### config.mk
export PLATFORM = sky130hd
export DESIGN_NAME = sb_tx_packet_serializer_flat
export DESIGN_NICKNAME = d
export VERILOG_FILES = /design/src/rtl/sb_tx_packet_serializer_pkg.sv /design/src/rtl/sb_tx_packet_serializer_if.sv /design/src/rtl/sb_tx_packet_serializer_parity_gen.sv /design/src/rtl/sb_tx_packet_serializer.sv /design/src/flat_wrapper.sv
export SDC_FILE = /design/constraint.sdc
export NUM_CORES = 1
export LEC_CHECK = 0
export CAP_MARGIN = 20
export CORE_ASPECT_RATIO = 0.6
export CORE_MARGIN = 2
export CORE_UTILIZATION = 45
export CTS_BUF_LIST = sky130_fd_sc_hd__clkbuf_2
export CTS_CLUSTER_SIZE = 24
export DETAILED_ROUTE_END_ITERATION = 16
export MAX_ROUTING_LAYER = met4
export PLACE_DENSITY = 0.65
export SYNTH_ARGS = -nofsm -noshare
export SYNTH_HDL_FRONTEND = slang
export SYNTH_SLANG_ARGS = --single-unit
### constraint.sdc
create_clock -name i_clk -period 6.5 [get_ports i_clk]
set_input_delay 1.625 -clock i_clk [delete_from_list [all_inputs] [get_ports i_clk]]
set_output_delay 1.625 -clock i_clk [all_outputs]
set_load 0.03 [all_outputs]
### src/rtl/sb_tx_packet_serializer_pkg.sv
// Shared sideband constants and serializer state encoding (package sb_pkg),
// used by both the header encoder and the TX serializer.
package sb_pkg;

  localparam int SB_PKT_BITS   = 64;
  localparam int SB_HDR_CP_BIT = 62;
  localparam int SB_HDR_DP_BIT = 63;
  localparam int SB_HDR_BITS   = 62;
  localparam int SB_DATA_BITS  = 64;
  localparam int SB_BIT_CNT_W  = 6;
  localparam int SB_GAP_CNT_W  = 8;

  typedef enum logic [2:0] {
    ST_IDLE,
    ST_SEND_HDR,
    ST_GAP_HDR,
    ST_SEND_DATA,
    ST_GAP_DATA
  } sb_tx_state_e;

endpackage

### src/rtl/sb_tx_packet_serializer_if.sv
// Encoder-to-serializer message bus plus serial lane status.
// SB_TX_CLK_GATE_EN adds the clk_gate_en lane qualifier.
interface sb_tx_packet_serializer_if;
  import sb_pkg::*;

  logic [SB_HDR_BITS-1:0]  header;
  logic                    header_valid;
  logic [SB_DATA_BITS-1:0] data;
  logic                    data_valid;
  logic                    tx_data;
  logic                    busy;
  logic                    packet_done;
  logic                    overflow;
`ifdef SB_TX_CLK_GATE_EN
  logic                    clk_gate_en;

  modport master (output header, header_valid, data, data_valid,
                  input  tx_data, busy, packet_done, overflow, clk_gate_en);
  modport slave  (input  header, header_valid, data, data_valid,
                  output tx_data, busy, packet_done, overflow, clk_gate_en);
`else
  modport master (output header, header_valid, data, data_valid,
                  input  tx_data, busy, packet_done, overflow);
  modport slave  (input  header, header_valid, data, data_valid,
                  output tx_data, busy, packet_done, overflow);
`endif

endinterface

### src/rtl/sb_tx_packet_serializer_parity_gen.sv
// Completes the 62-bit encoded header with control parity (bit 62) and
// data parity (bit 63); data parity is forced to 0 for header-only messages.
module sb_tx_parity_gen
  import sb_pkg::*;
(
  input  logic [SB_HDR_BITS-1:0]  header,
  input  logic [SB_DATA_BITS-1:0] data,
  input  logic                    data_valid,
  output logic [SB_PKT_BITS-1:0]  word
);

  logic cp;
  logic dp;

  always_comb begin
    cp   = ^header;
    dp   = data_valid & (^data);
    word = '0;
    word[SB_HDR_BITS-1:0] = header;
    word[SB_HDR_CP_BIT]   = cp;
    word[SB_HDR_DP_BIT]   = dp;
  end

endmodule

### src/rtl/sb_tx_packet_serializer.sv
// Sideband TX serializer: header (+ optional data) sent LSB first with an idle
// gap after each 64-bit transfer. Optional macro SB_TX_CLK_GATE_EN adds clk_gate_en.
module sb_tx_packet_serializer
  import sb_pkg::*;
#(
  parameter int GAP_UI = 32
) (
  input  logic                      i_clk,
  input  logic                      i_rst_n,
  sb_tx_packet_serializer_if.slave  bus
);

  localparam logic [SB_GAP_CNT_W-1:0] GAP_LAST = SB_GAP_CNT_W'(GAP_UI - 1);
  localparam logic [SB_BIT_CNT_W-1:0] BIT_LAST = '1;

  sb_tx_state_e state, state_next;

  logic [SB_PKT_BITS-2:0]  shift_reg;
  logic [SB_DATA_BITS-1:0] data_reg;
  logic                    has_data;
  logic [SB_BIT_CNT_W-1:0] bit_cnt;
  logic [SB_GAP_CNT_W-1:0] gap_cnt;
  logic                    tx_data;
  logic                    overflow;

  logic                    pend_vld;
  logic                    pend_dv;
  logic [SB_HDR_BITS-1:0]  pend_hdr;
  logic [SB_DATA_BITS-1:0] pend_data;

  logic                    launch;
  logic                    launch_pend;
  logic                    take_new;
  logic                    bit_last;
  logic                    gap_last;
  logic [SB_HDR_BITS-1:0]  src_hdr;
  logic [SB_DATA_BITS-1:0] src_data;
  logic                    src_dv;
  logic [SB_PKT_BITS-1:0]  src_word;

  // Pending entry always wins the launch; a new message goes to the buffer
  // unless it launches directly from an empty IDLE.
  always_comb begin
    launch_pend = (state == ST_IDLE) && pend_vld;
    launch      = (state == ST_IDLE) && (pend_vld || bus.header_valid);
    take_new    = bus.header_valid && !((state == ST_IDLE) && !pend_vld);
    src_hdr     = pend_vld ? pend_hdr  : bus.header;
    src_data    = pend_vld ? pend_data : bus.data;
    src_dv      = pend_vld ? pend_dv   : bus.data_valid;
    bit_last    = (bit_cnt == BIT_LAST);
    gap_last    = (gap_cnt == GAP_LAST);
  end

  sb_tx_parity_gen u_parity (
    .header     (src_hdr),
    .data       (src_data),
    .data_valid (src_dv),
    .word       (src_word)
  );

  always_ff @(posedge i_clk or negedge i_rst_n) begin
    if (!i_rst_n) state <= ST_IDLE;
    else          state <= state_next;
  end

  always_comb begin
    state_next = state;
    unique case (state)
      ST_IDLE:      if (launch)   state_next = ST_SEND_HDR;
      ST_SEND_HDR:  if (bit_last) state_next = ST_GAP_HDR;
      ST_GAP_HDR:   if (gap_last) state_next = has_data ? ST_SEND_DATA : ST_IDLE;
      ST_SEND_DATA: if (bit_last) state_next = ST_GAP_DATA;
      ST_GAP_DATA:  if (gap_last) state_next = ST_IDLE;
      default:                    state_next = ST_IDLE;
    endcase
  end

  always_ff @(posedge i_clk or negedge i_rst_n) begin
    if (!i_rst_n) begin
      shift_reg <= '0;
      data_reg  <= '0;
      has_data  <= 1'b0;
      bit_cnt   <= '0;
      gap_cnt   <= '0;
      tx_data   <= 1'b0;
      overflow  <= 1'b0;
      pend_vld  <= 1'b0;
      pend_dv   <= 1'b0;
      pend_hdr  <= '0;
      pend_data <= '0;
    end else begin
      // shift_reg holds the bits still to go; tx_data already shows the current one
      if (launch) begin
        tx_data   <= src_word[0];
        shift_reg <= src_word[SB_PKT_BITS-1:1];
        data_reg  <= src_data;
        has_data  <= src_dv;
        bit_cnt   <= '0;
      end else if ((state == ST_GAP_HDR) && gap_last && has_data) begin
        tx_data   <= data_reg[0];
        shift_reg <= data_reg[SB_DATA_BITS-1:1];
        bit_cnt   <= '0;
      end else if (((state == ST_SEND_HDR) || (state == ST_SEND_DATA)) && !bit_last) begin
        tx_data   <= shift_reg[0];
        shift_reg <= shift_reg >> 1;
        bit_cnt   <= bit_cnt + 6'd1;
      end else begin
        tx_data   <= 1'b0;
        bit_cnt   <= '0;
      end

      if (((state_next == ST_GAP_HDR) || (state_next == ST_GAP_DATA)) &&
          (state_next == state))
        gap_cnt <= gap_cnt + 8'd1;
      else
        gap_cnt <= '0;

      if (take_new) begin
        if (!pend_vld || launch_pend) begin
          pend_vld  <= 1'b1;
          pend_hdr  <= bus.header;
          pend_data <= bus.data;
          pend_dv   <= bus.data_valid;
        end else begin
          overflow  <= 1'b1;
        end
      end else if (launch_pend) begin
        pend_vld <= 1'b0;
      end
    end
  end

  assign bus.tx_data     = tx_data;
  assign bus.busy        = (state != ST_IDLE) || pend_vld;
  assign bus.packet_done = gap_last &&
                           ((state == ST_GAP_DATA) || ((state == ST_GAP_HDR) && !has_data));
  assign bus.overflow    = overflow;

`ifdef SB_TX_CLK_GATE_EN
  logic clk_gate_en;

  always_ff @(posedge i_clk or negedge i_rst_n) begin
    if (!i_rst_n) clk_gate_en <= 1'b0;
    else          clk_gate_en <= (state_next == ST_SEND_HDR) || (state_next == ST_SEND_DATA);
  end

  assign bus.clk_gate_en = clk_gate_en;
`endif

endmodule

### src/flat_wrapper.sv
// flat-port wrapper written by rule: the top's interface ports become plain ports
module sb_tx_packet_serializer_flat import sb_pkg::*;
#(
  parameter int GAP_UI = 32
)
  (i_clk, i_rst_n, bus_header, bus_header_valid, bus_data, bus_data_valid, bus_tx_data, bus_busy, bus_packet_done, bus_overflow);
  sb_tx_packet_serializer_if bus_i ();
  input  logic i_clk;
  input  logic i_rst_n;
  input wire logic [$bits(bus_i.header)-1:0] bus_header;
  input wire logic [$bits(bus_i.header_valid)-1:0] bus_header_valid;
  input wire logic [$bits(bus_i.data)-1:0] bus_data;
  input wire logic [$bits(bus_i.data_valid)-1:0] bus_data_valid;
  output wire logic [$bits(bus_i.tx_data)-1:0] bus_tx_data;
  output wire logic [$bits(bus_i.busy)-1:0] bus_busy;
  output wire logic [$bits(bus_i.packet_done)-1:0] bus_packet_done;
  output wire logic [$bits(bus_i.overflow)-1:0] bus_overflow;
  assign bus_i.header = bus_header;
  assign bus_i.header_valid = bus_header_valid;
  assign bus_i.data = bus_data;
  assign bus_i.data_valid = bus_data_valid;
  assign bus_tx_data = bus_i.tx_data;
  assign bus_busy = bus_i.busy;
  assign bus_packet_done = bus_i.packet_done;
  assign bus_overflow = bus_i.overflow;
  sb_tx_packet_serializer #(.GAP_UI(GAP_UI)) u_core (.i_clk(i_clk), .i_rst_n(i_rst_n), .bus(bus_i));
endmodule
## After elaboration in Yosys (flattened, before gate mapping)

Cells that the tools add are included.

- Word-level logic and storage cells: 78
- Input bits: 130
- Bits in registers: 275
- Output and inout port bits: 4

- Equality and inequality tests: 10
- Bitwise logic cells: 2
- Mux-type cells: 23
- Add/subtract/negate cells: 2
- Reduce and logical (&&, ||, !) cells: 29

Operators with widths:

| operator | count |
|---|---|
| $mux 63 | 3 |
| $mux 64 | 1 |
| $reduce_xor 64->1 | 1 |
| $mux 62 | 1 |
| $reduce_xor 62->1 | 1 |
| $mux 6 | 3 |
| $mux 3 | 5 |
| $pmux 3 s5 | 1 |
| $logic_and 1x1->1 | 10 |
| $eq 3x2->1 const B | 3 |
| $add 8x1->8 const B | 1 |
| $eq 8x5->1 const B | 1 |
| $mux 8 | 1 |
| $mux 1 | 7 |
| $add 6x1->6 const B | 1 |
| $eq 3x3->1 const B | 2 |
| $eq 6x6->1 const B | 1 |
| $logic_or 1x1->1 | 6 |
| $reduce_and 2->1 | 3 |
| $reduce_bool 3->1 | 2 |
| $logic_not 1->1 | 4 |
| $eq 3x1->1 const B | 1 |
| $eq 3x3->1 | 1 |
| $logic_not 3->1 | 1 |
| other kinds (5) | 5 |

## Depth between registers and ports, before layout

Gate-level depths: netlist (run 1).

- Word-level depth: 8
- Depth in mapped cells: 12
- Gate-level depth less buffers: 9

## By module

A second synthesis (run 1) with hierarchy kept.

- Cell total of the unflattened synthesis: 1187
- Area, all modules: 14391.3 um2

By module, submodules not included:

| module | cells each | sequential area each (um2) | area an instance (um2) | instances |
|---|---|---|---|---|
| sb_tx_packet_serializer | 998 | 6881.6 | 12818.5 | 1 |
| sb_tx_parity_gen | 189 | 0.0 | 1572.8 | 1 |

## Worst setup path after synthesis (run 1)

OpenSTA, ideal clock, no wires.

- Path kind: register to output
- From: reg u_core.gap_cnt[0]
- To: out bus_packet_done
- Buffers on the path: 0
- Setup slack: 3.303 ns
- Cell stages (with the launch flop): 5
- Arrival: 1.572 ns
- Data required time: 4.875 ns
- Cell sequence: dfrtp_1 ha_1 nor4b_2 nand2_1 nor3_1

- Word-level cells in the longest chain between the ends: 2

Ends and longest elaborated chain:

| element | RTL line | source |
|---|---|---|
| start: declaration | sb_tx_packet_serializer.sv:22 | `logic [SB_GAP_CNT_W-1:0] gap_cnt;` |
| start signal: assignment | sb_tx_packet_serializer.sv:114 | `gap_cnt <= gap_cnt + 8'd1;` |
| $eq 8x5->1 | sb_tx_packet_serializer.sv:51 | `gap_last = (gap_cnt == GAP_LAST);` |
| $logic_and 1x1->1 | sb_tx_packet_serializer.sv:135 | `assign bus.packet_done = gap_last &&` |
| end: declaration | flat_wrapper.sv:16 | `output wire logic [$bits(bus_i.packet_done)-1:0] bus_packet_done;` |

No other way between the ends.

## Worst setup path in the final report (run 1)

Same ends and word-level chain as after synthesis.

==> results of run 1 <==
==> placed cells by master, fill, tap and decap left out, types with 2 or more instances in the layout <==
cell type and count:
dfrtp_1 274, mux2i_1 188, clkdlybuf4s50_1 132, mux2_2 128, xor2_1 124, o21ai_0 101
clkbuf_2 99, nand2_1 95, xnor2_1 74, nor2_1 48, o22ai_1 28, a211oi_1 27
a221o_1 24, clkinv_1 11, buf_4 10, nand3_1 9, a222oi_1 9, nand2b_1 4
and3_1 4, inv_2 4, inv_1 3, buf_12 3, nor3_1 2, a21oi_1 2
a22oi_1 2, o21ai_1 2, ha_1 2, clkinv_2 2
==> layout make-up <==
type	instances	area, um^2
well taps	416	520.5
inverters	4	15.01
flip-flops and latches	275	6885
clock buffers	99	495.5
multi-input cells	888	7136
repair buffers	146	1471
clock inverters	17	92.59
fillers	2780	14720
diodes	1	2.502
==> logic make-up (layout without fill, tap and decap cells) <==
group / after synthesis / after routing / share of synthesized area
AO/OA/AOI/OAI: 203 / 203 / 0.09086
XOR/XNOR: 198 / 198 / 0.1205
adder cells (fa/ha/maj): 3 / 3 / 0.002434
buffers and inverters: 81 / 266 / 0.02878
flip-flops: 275 / 275 / 0.4782
multiplexers: 316 / 316 / 0.2309
other: 0 / 1 / 0
AND/OR/NAND/NOR: 168 / 168 / 0.04826
==> path summary, 6_finish.rpt <==
| kind | from | end | slack [ns] |
|---|---|---|---|
| min in group asynchronous | i_rst_n | u_core.pend_hdr[4] | 0.69 |
| setup reg to reg | u_core.pend_vld | u_core.pend_hdr[44] | 2.65 |
| setup / recovery | u_core.gap_cnt[0] | bus_packet_done | 1.99 |
| hold / removal | u_core.bit_cnt[0] | u_core.bit_cnt[0] | 0.48 |
| hold reg to reg | u_core.bit_cnt[0] | u_core.bit_cnt[0] | 0.48 |
| max in group asynchronous | i_rst_n | u_core.pend_data[44] | 4.52 |
==> layer usage <==
layer | wire length [um] | track usage | vias to the layer above
met5 | 0 | - | -
met1 | 20530 | 0.3798 | 5021
met4 | 326 | 0.04430 | 0
met2 | 14450 | 0.2841 | 344
met3 | 3457 | 0.08088 | 40
li1 | - | - | 4732
==> through the flow <==
step	setup WS, ns	power (W)	hold slack, ns	area [um^2]	instances
after floorplan	3.303	0.006450	0.4329	14390	1244
after global placement	2.206	0.007651	0.4541	16030	1729
after detailed placement	2.176	0.007752	0.4602	16030	1729
after CTS	1.889	0.008947	0.4813	16620	1845
after global routing	1.747	0.009548	0.4886	16620	1846
final	1.985	0.008901	0.4754	16620	1846
==> power groups by stage <==
stage | Sequential (W) | Combinational [W] | Clock (W)
floorplan | 0.00298 | 0.00347 | 0
global placement | 0.00319 | 0.00446 | 0
detailed placement | 0.00323 | 0.00452 | 0
CTS | 0.00320 | 0.00454 | 0.00121
global route | 0.00331 | 0.00494 | 0.00130
finish | 0.00323 | 0.00451 | 0.00117
==> cells in the mapped netlist <==
cell type	count	area, um^2
inv_2	1	3.750
xor2_1	124	1086
ha_1	2	25.02
a31oi_1	2	12.51
a211o_1	1	8.760
o211ai_1	1	7.510
o21ai_0	101	505.5
and3_1	4	25.02
o22ai_1	28	175.2
nand3_1	10	50.05
a211oi_1	27	202.7
o2bb2ai_1	1	8.760
nand2_1	95	356.6
dfrtp_1	275	6882
clkbuf_1	31	116.4
inv_1	3	11.26
a222oi_1	9	90.09
buf_1	1	3.750
buf_4	4	30.03
nor2_1	49	183.9
or3_1	1	6.260
a22oi_1	2	15.01
maj3_1	1	10.01
nor4b_2	1	15.01
o21ai_1	3	15.01
and2_1	1	6.260
mux2i_1	188	1882
mux2_2	128	1441
nor3_1	2	10.01
nand2b_1	4	25.02
a21oi_1	2	10.01
xnor2_1	74	648.1
a221o_1	24	240.2
buf_2	34	170.2
a21o_1	1	7.510
nor3_4	1	16.27
buf_6	7	78.83
a31o_2	1	8.760
==> metrics.md, run 1 <==
| Metric | Value |
|---|---|
| Largest delay share family, worst path | `buffers and inverters` |
| Setup total negative slack | `0 ns` |
| CP arrival | `2.89 ns` |
| Worst Hold Class | `reg -> reg` |
| Seq/Total Area, Yosys | `0.4782` |
| CP Depth | `5` |
| DRC | `0` |
| First-pass GRT wire length | `58.84 mm` |
| VDD IR max | `0.0006216 V` |
| IO buf count | `133` |
| Final WL | `38.76 mm` |
| Critical Path Fanout Max | `4` |
| Core Area | `31340 um^2` |
| Total CTS buffers | `69` |
| CTS Buffer Depth | `3` |
| Htree depth | `3` |
| Max transition margin | `0.4172` |
| Row count | `50` |
| Max cap viols | `0` |
| CTS tree | `yes` |
| #FFs+latches synth | `275` |
| CP required | `4.88 ns` |
| Comb power frac | `0.506` |
| Layout area overhead | `15.49%` |
| Sequential share of power | `0.363` |
| Critical path buffer and inverter count | `1` |
| Global route overflow | `0` |
| Syn avg cell area | `11.57 um^2` |
| Die Wd | `234.9 um` |
| Status | `completed` |
| Sw frac | `0.4161` |
| Synthesized cell area | `14390 um^2` |
| Leakage | `8.122 nW` |
| Layout Utilization | `0.5302` |
| Setup crit end kind | `output port` |
| Clock Latency Late Sink | `0.95 ns` |
| TritonCTS Sinks | `275` |
| Final hold vios | `0` |
| RePlAce Congestion | `0.8086` |
| Post-CTS Repair Setup Buffers | `0` |
| RSZ-0062 raised after global routing | `false` |
| DP HPWL | `26.81 mm` |
| Worst-path cell chain | `ha_1 -> nor4b_2 -> nand2_1 -> nor3_1 -> clkdlybuf4s50_1` |
| Syn Inst Count | `1244` |
| Post-cts sizing count | `0` |
| Slowest-stage cell, CP | `clkdlybuf4s50_1` |
| IO Count | `134` |
| Antenna Violating Nets Remaining | `0` |
| Hold Path Stages | `1` |
| Yosys cell types | `38` |
| Die H | `142.5 um` |
| Tot GR Track Use | `0.2399` |
| Vias in the first global route | `9755` |
| Via-per-instance ratio | `5.491` |
| Total number of vias | `10137` |
| Worst reg2reg path depth | `5` |
| CTS root buf | `clkbuf_2` |
| Syn Nets | `1376` |
| Clk network pwr share | `0.131` |
| Initial DRC Count | `1013` |
| Crit share post-route | `0.6946` |
| Initial core utilization | `0.4591` |
| Maximum clock frequency | `221.5 MHz` |
| Min Tclk post-route | `4.515 ns` |
| Final Max Slew Viols | `0` |
| DIE AREA | `33470 um^2` |
| Number of hold buffers added after CTS | `0` |
| Final Setup Violations | `0` |
| Critical path class | `reg -> out` |
| Largest stage delay, worst path | `0.70 ns` |
| Internal Power | `0.005198 W` |
| Largest net degree at the start of global routing | `139` |
| Yosys warnings | `0` |
| Sw Pwr | `0.003703 W` |
| Share of post-route cells with drive strength above 1 | `0.1791` |
| Initial antenna violation count | `1` |
| Clock transition at path regs | `0.11 ns` |
| Pwr Density | `535.6 nW/um^2` |
| Wirelength per Cell | `21.00 um` |
| # nets final | `1516` |
| Clock skew | `0.06162 ns` |
| Worst Tran Pin Value | `0.8742 ns` |
| Detailed Routing Iterations Pass 1 | `9` |
| CP startpoint kind | `flip-flop` |
Note: power is estimated with default switching activity, not from simulation.
==> inputs of run 2 (changes only) <==
--- a/config.mk
+++ b/config.mk
@@ -13,7 +13,7 @@
 export CTS_CLUSTER_SIZE = 24
 export DETAILED_ROUTE_END_ITERATION = 16
 export MAX_ROUTING_LAYER = met4
-export PLACE_DENSITY = 0.65
+export PLACE_DENSITY = 0.68
 export SYNTH_ARGS = -nofsm -noshare
 export SYNTH_HDL_FRONTEND = slang
 export SYNTH_SLANG_ARGS = --single-unit
==> constraint.sdc (replaced) <==
create_clock -name i_clk -period 3.7 [get_ports i_clk]
set_input_delay 0.925 -clock i_clk [delete_from_list [all_inputs] [get_ports i_clk]]
set_output_delay 0.925 -clock i_clk [all_outputs]
set_load 0.03 [all_outputs]
==> metrics.md, run 2 (same netlist as run 1, synthesis figures left out) <==
| Metric | Value |
|---|---|
| Setup crit end kind | `output port` |
| Initial core utilization | `0.4591` |
| Die H | `142.5 um` |
| Number of hold buffers added after CTS | `0` |
| Core Area | `31340 um^2` |
| Layout area overhead | `17.22%` |
| Detailed Routing Iterations Pass 1 | `7` |
| Crit path launch | `u_core.pend_vld` |
| Setup slack after layout | `0.2658 ns` |
| CTS root buf | `clkbuf_2` |
| DIE AREA | `33470 um^2` |
| Maximum clock frequency | `291.2 MHz` |
| Largest delay share family, worst path | `buffers and inverters` |
| Critical Path Fanout Max | `18` |
| Pre-CTS WS | `0.6994 ns` |
| Initial DRC Count | `1059` |
| Htree depth | `3` |
| Wire length on met3 | `3.552 mm` |
| Tot GR Track Use | `0.2428` |
| Leakage | `8.252 nW` |
| Via-per-instance ratio | `5.516` |
| Clock Latency Late Sink | `0.87 ns` |
| Max transition margin | `0.4999` |
| Max Used Layer | `met4` |
| IO buf count | `133` |
| Area after DPL | `16260 um^2` |
| CP required | `2.77 ns` |
| First-pass GRT wire length | `59.80 mm` |
| IO Count | `134` |
| Crit share post-route | `0.9282` |
| Total number of vias | `10248` |
| Min Tclk post-route | `3.434 ns` |
| Vias in the first global route | `9927` |
| Critical path class | `reg -> out` |
| VDD IR max | `0.001090 V` |
| Final Cell Area | `16870 um^2` |
| Die Wd | `234.9 um` |
| Share of post-route cells with drive strength above 1 | `0.1881` |
| RR Startpoint | `u_core.pend_vld` |
| Worst-path cell chain | `nand2b_1 -> clkdlybuf4s50_1` |
| Most common cell after layout, fill and taps aside | `dfrtp_1` |
| M1 WL | `20.62 mm` |
| # nets final | `1534` |
| Critical path buffer and inverter count | `1` |
| CTS tree | `yes` |
| Worst Tran Pin Value | `0.7480 ns` |
| Initial antenna violation count | `2` |
| DR WL met2 | `14.14 mm` |
| Crit path to | `bus_busy` |
| Fill count | `2734` |
| Final WL | `38.75 mm` |
| Max cap viols | `0` |
| RePlAce Congestion | `0.8585` |
| Global route overflow | `0` |
| Total CTS buffers | `68` |
| Setup total negative slack | `0 ns` |
| TritonCTS Sinks | `275` |
| DP HPWL | `28.09 mm` |
| Slowest-stage cell, CP | `clkdlybuf4s50_1` |
| Final Setup Violations | `0` |
| CP arrival | `2.51 ns` |
| Wirelength per Cell | `20.86 um` |
| Pwr Density | `926.4 nW/um^2` |
| Row count | `50` |
| Most frequent cells in the layout | `dfrtp_1 (274), mux2i_1 (188), clkdlybuf4s50_1 (131)` |
| Worst Hold Class | `in -> async` |
| Reg2Reg Capture Point | `u_core.shift_reg[61]` |
| Final hold vios | `0` |
| Largest stage delay, worst path | `0.71 ns` |
| Antenna Violating Nets Remaining | `0` |
| CP startpoint kind | `flip-flop` |
| RSZ-0062 raised after global routing | `false` |
| Clock transition at path regs | `0.12 ns` |
| DRC | `0` |
| Clock skew | `0.06794 ns` |
| Worst reg2reg path depth | `9` |
| CTS Buffer Depth | `3` |
| R2R Setup Slk | `1.06 ns` |
| Largest net degree at the start of global routing | `89` |
| Final Max Slew Viols | `0` |
| Status | `completed` |
| CP Depth | `2` |
-- run 2: where the power goes --
part | switching, W | internal [W]
registers | 0.00126 | 0.00440
logic | 0.00376 | 0.00406
clock network | 0.00124 | 0.000890
-- run 2: worst min path at each step --
| stage | startpoint | end | slack, ns |
|---|---|---|---|
| detailed placement | u_core.bit_cnt[0] | u_core.bit_cnt[0] | 0.45 |
| global route | i_rst_n | u_core.data_reg[9] | 0.04 |
| finish | i_rst_n | u_core.pend_hdr[1] | 0.07 |
| global placement | u_core.bit_cnt[0] | u_core.bit_cnt[0] | 0.45 |
| floorplan | u_core.bit_cnt[0] | u_core.bit_cnt[0] | 0.43 |
| CTS | i_rst_n | u_core.pend_hdr[1] | 0.02 |
-- run 2: area by class of cell --
type / count / area (um^2) / area share
multi-input cells: 888 / 7136 / 0.4230
flip-flops and latches: 275 / 6885 / 0.4082
repair buffers: 165 / 1700 / 0.1008
well taps: 416 / 520.5 / 0.03086
clock buffers: 96 / 480.5 / 0.02848
clock inverters: 13 / 128.9 / 0.007640
inverters: 4 / 15.01 / 0.0008901
diodes: 1 / 2.502 / 0.0001483
-- run 2: repair_timing --
| action | CTS | global route |
|---|---|---|
| resized for setup | 1 | 0 |
| setup buffers | 0 | 0 |
| endpoints found under the setup margin | 1 | 0 |
-- run 2: metal layers --
metal,up-vias,track usage
met1,5052,0.3895
met5,-,-
met2,387,0.2858
li1,4768,-
met3,41,0.07234
met4,0,0.05263
-- run 2: metrics by stage --
step / utilization / total power (W) / cells / hold WS, ns
2_1_floorplan: - / 0.01133 / 1244 / 0.4329
3_3_place_gp: 0.5187 / 0.01326 / 1748 / 0.4531
3_5_place_dp: 0.5187 / 0.01348 / 1748 / 0.4538
4_1_cts: 0.5381 / 0.01566 / 1857 / 0.01698
5_1_grt: 0.5382 / 0.01668 / 1858 / 0.03759
6_report: 0.5382 / 0.01563 / 1858 / 0.07070
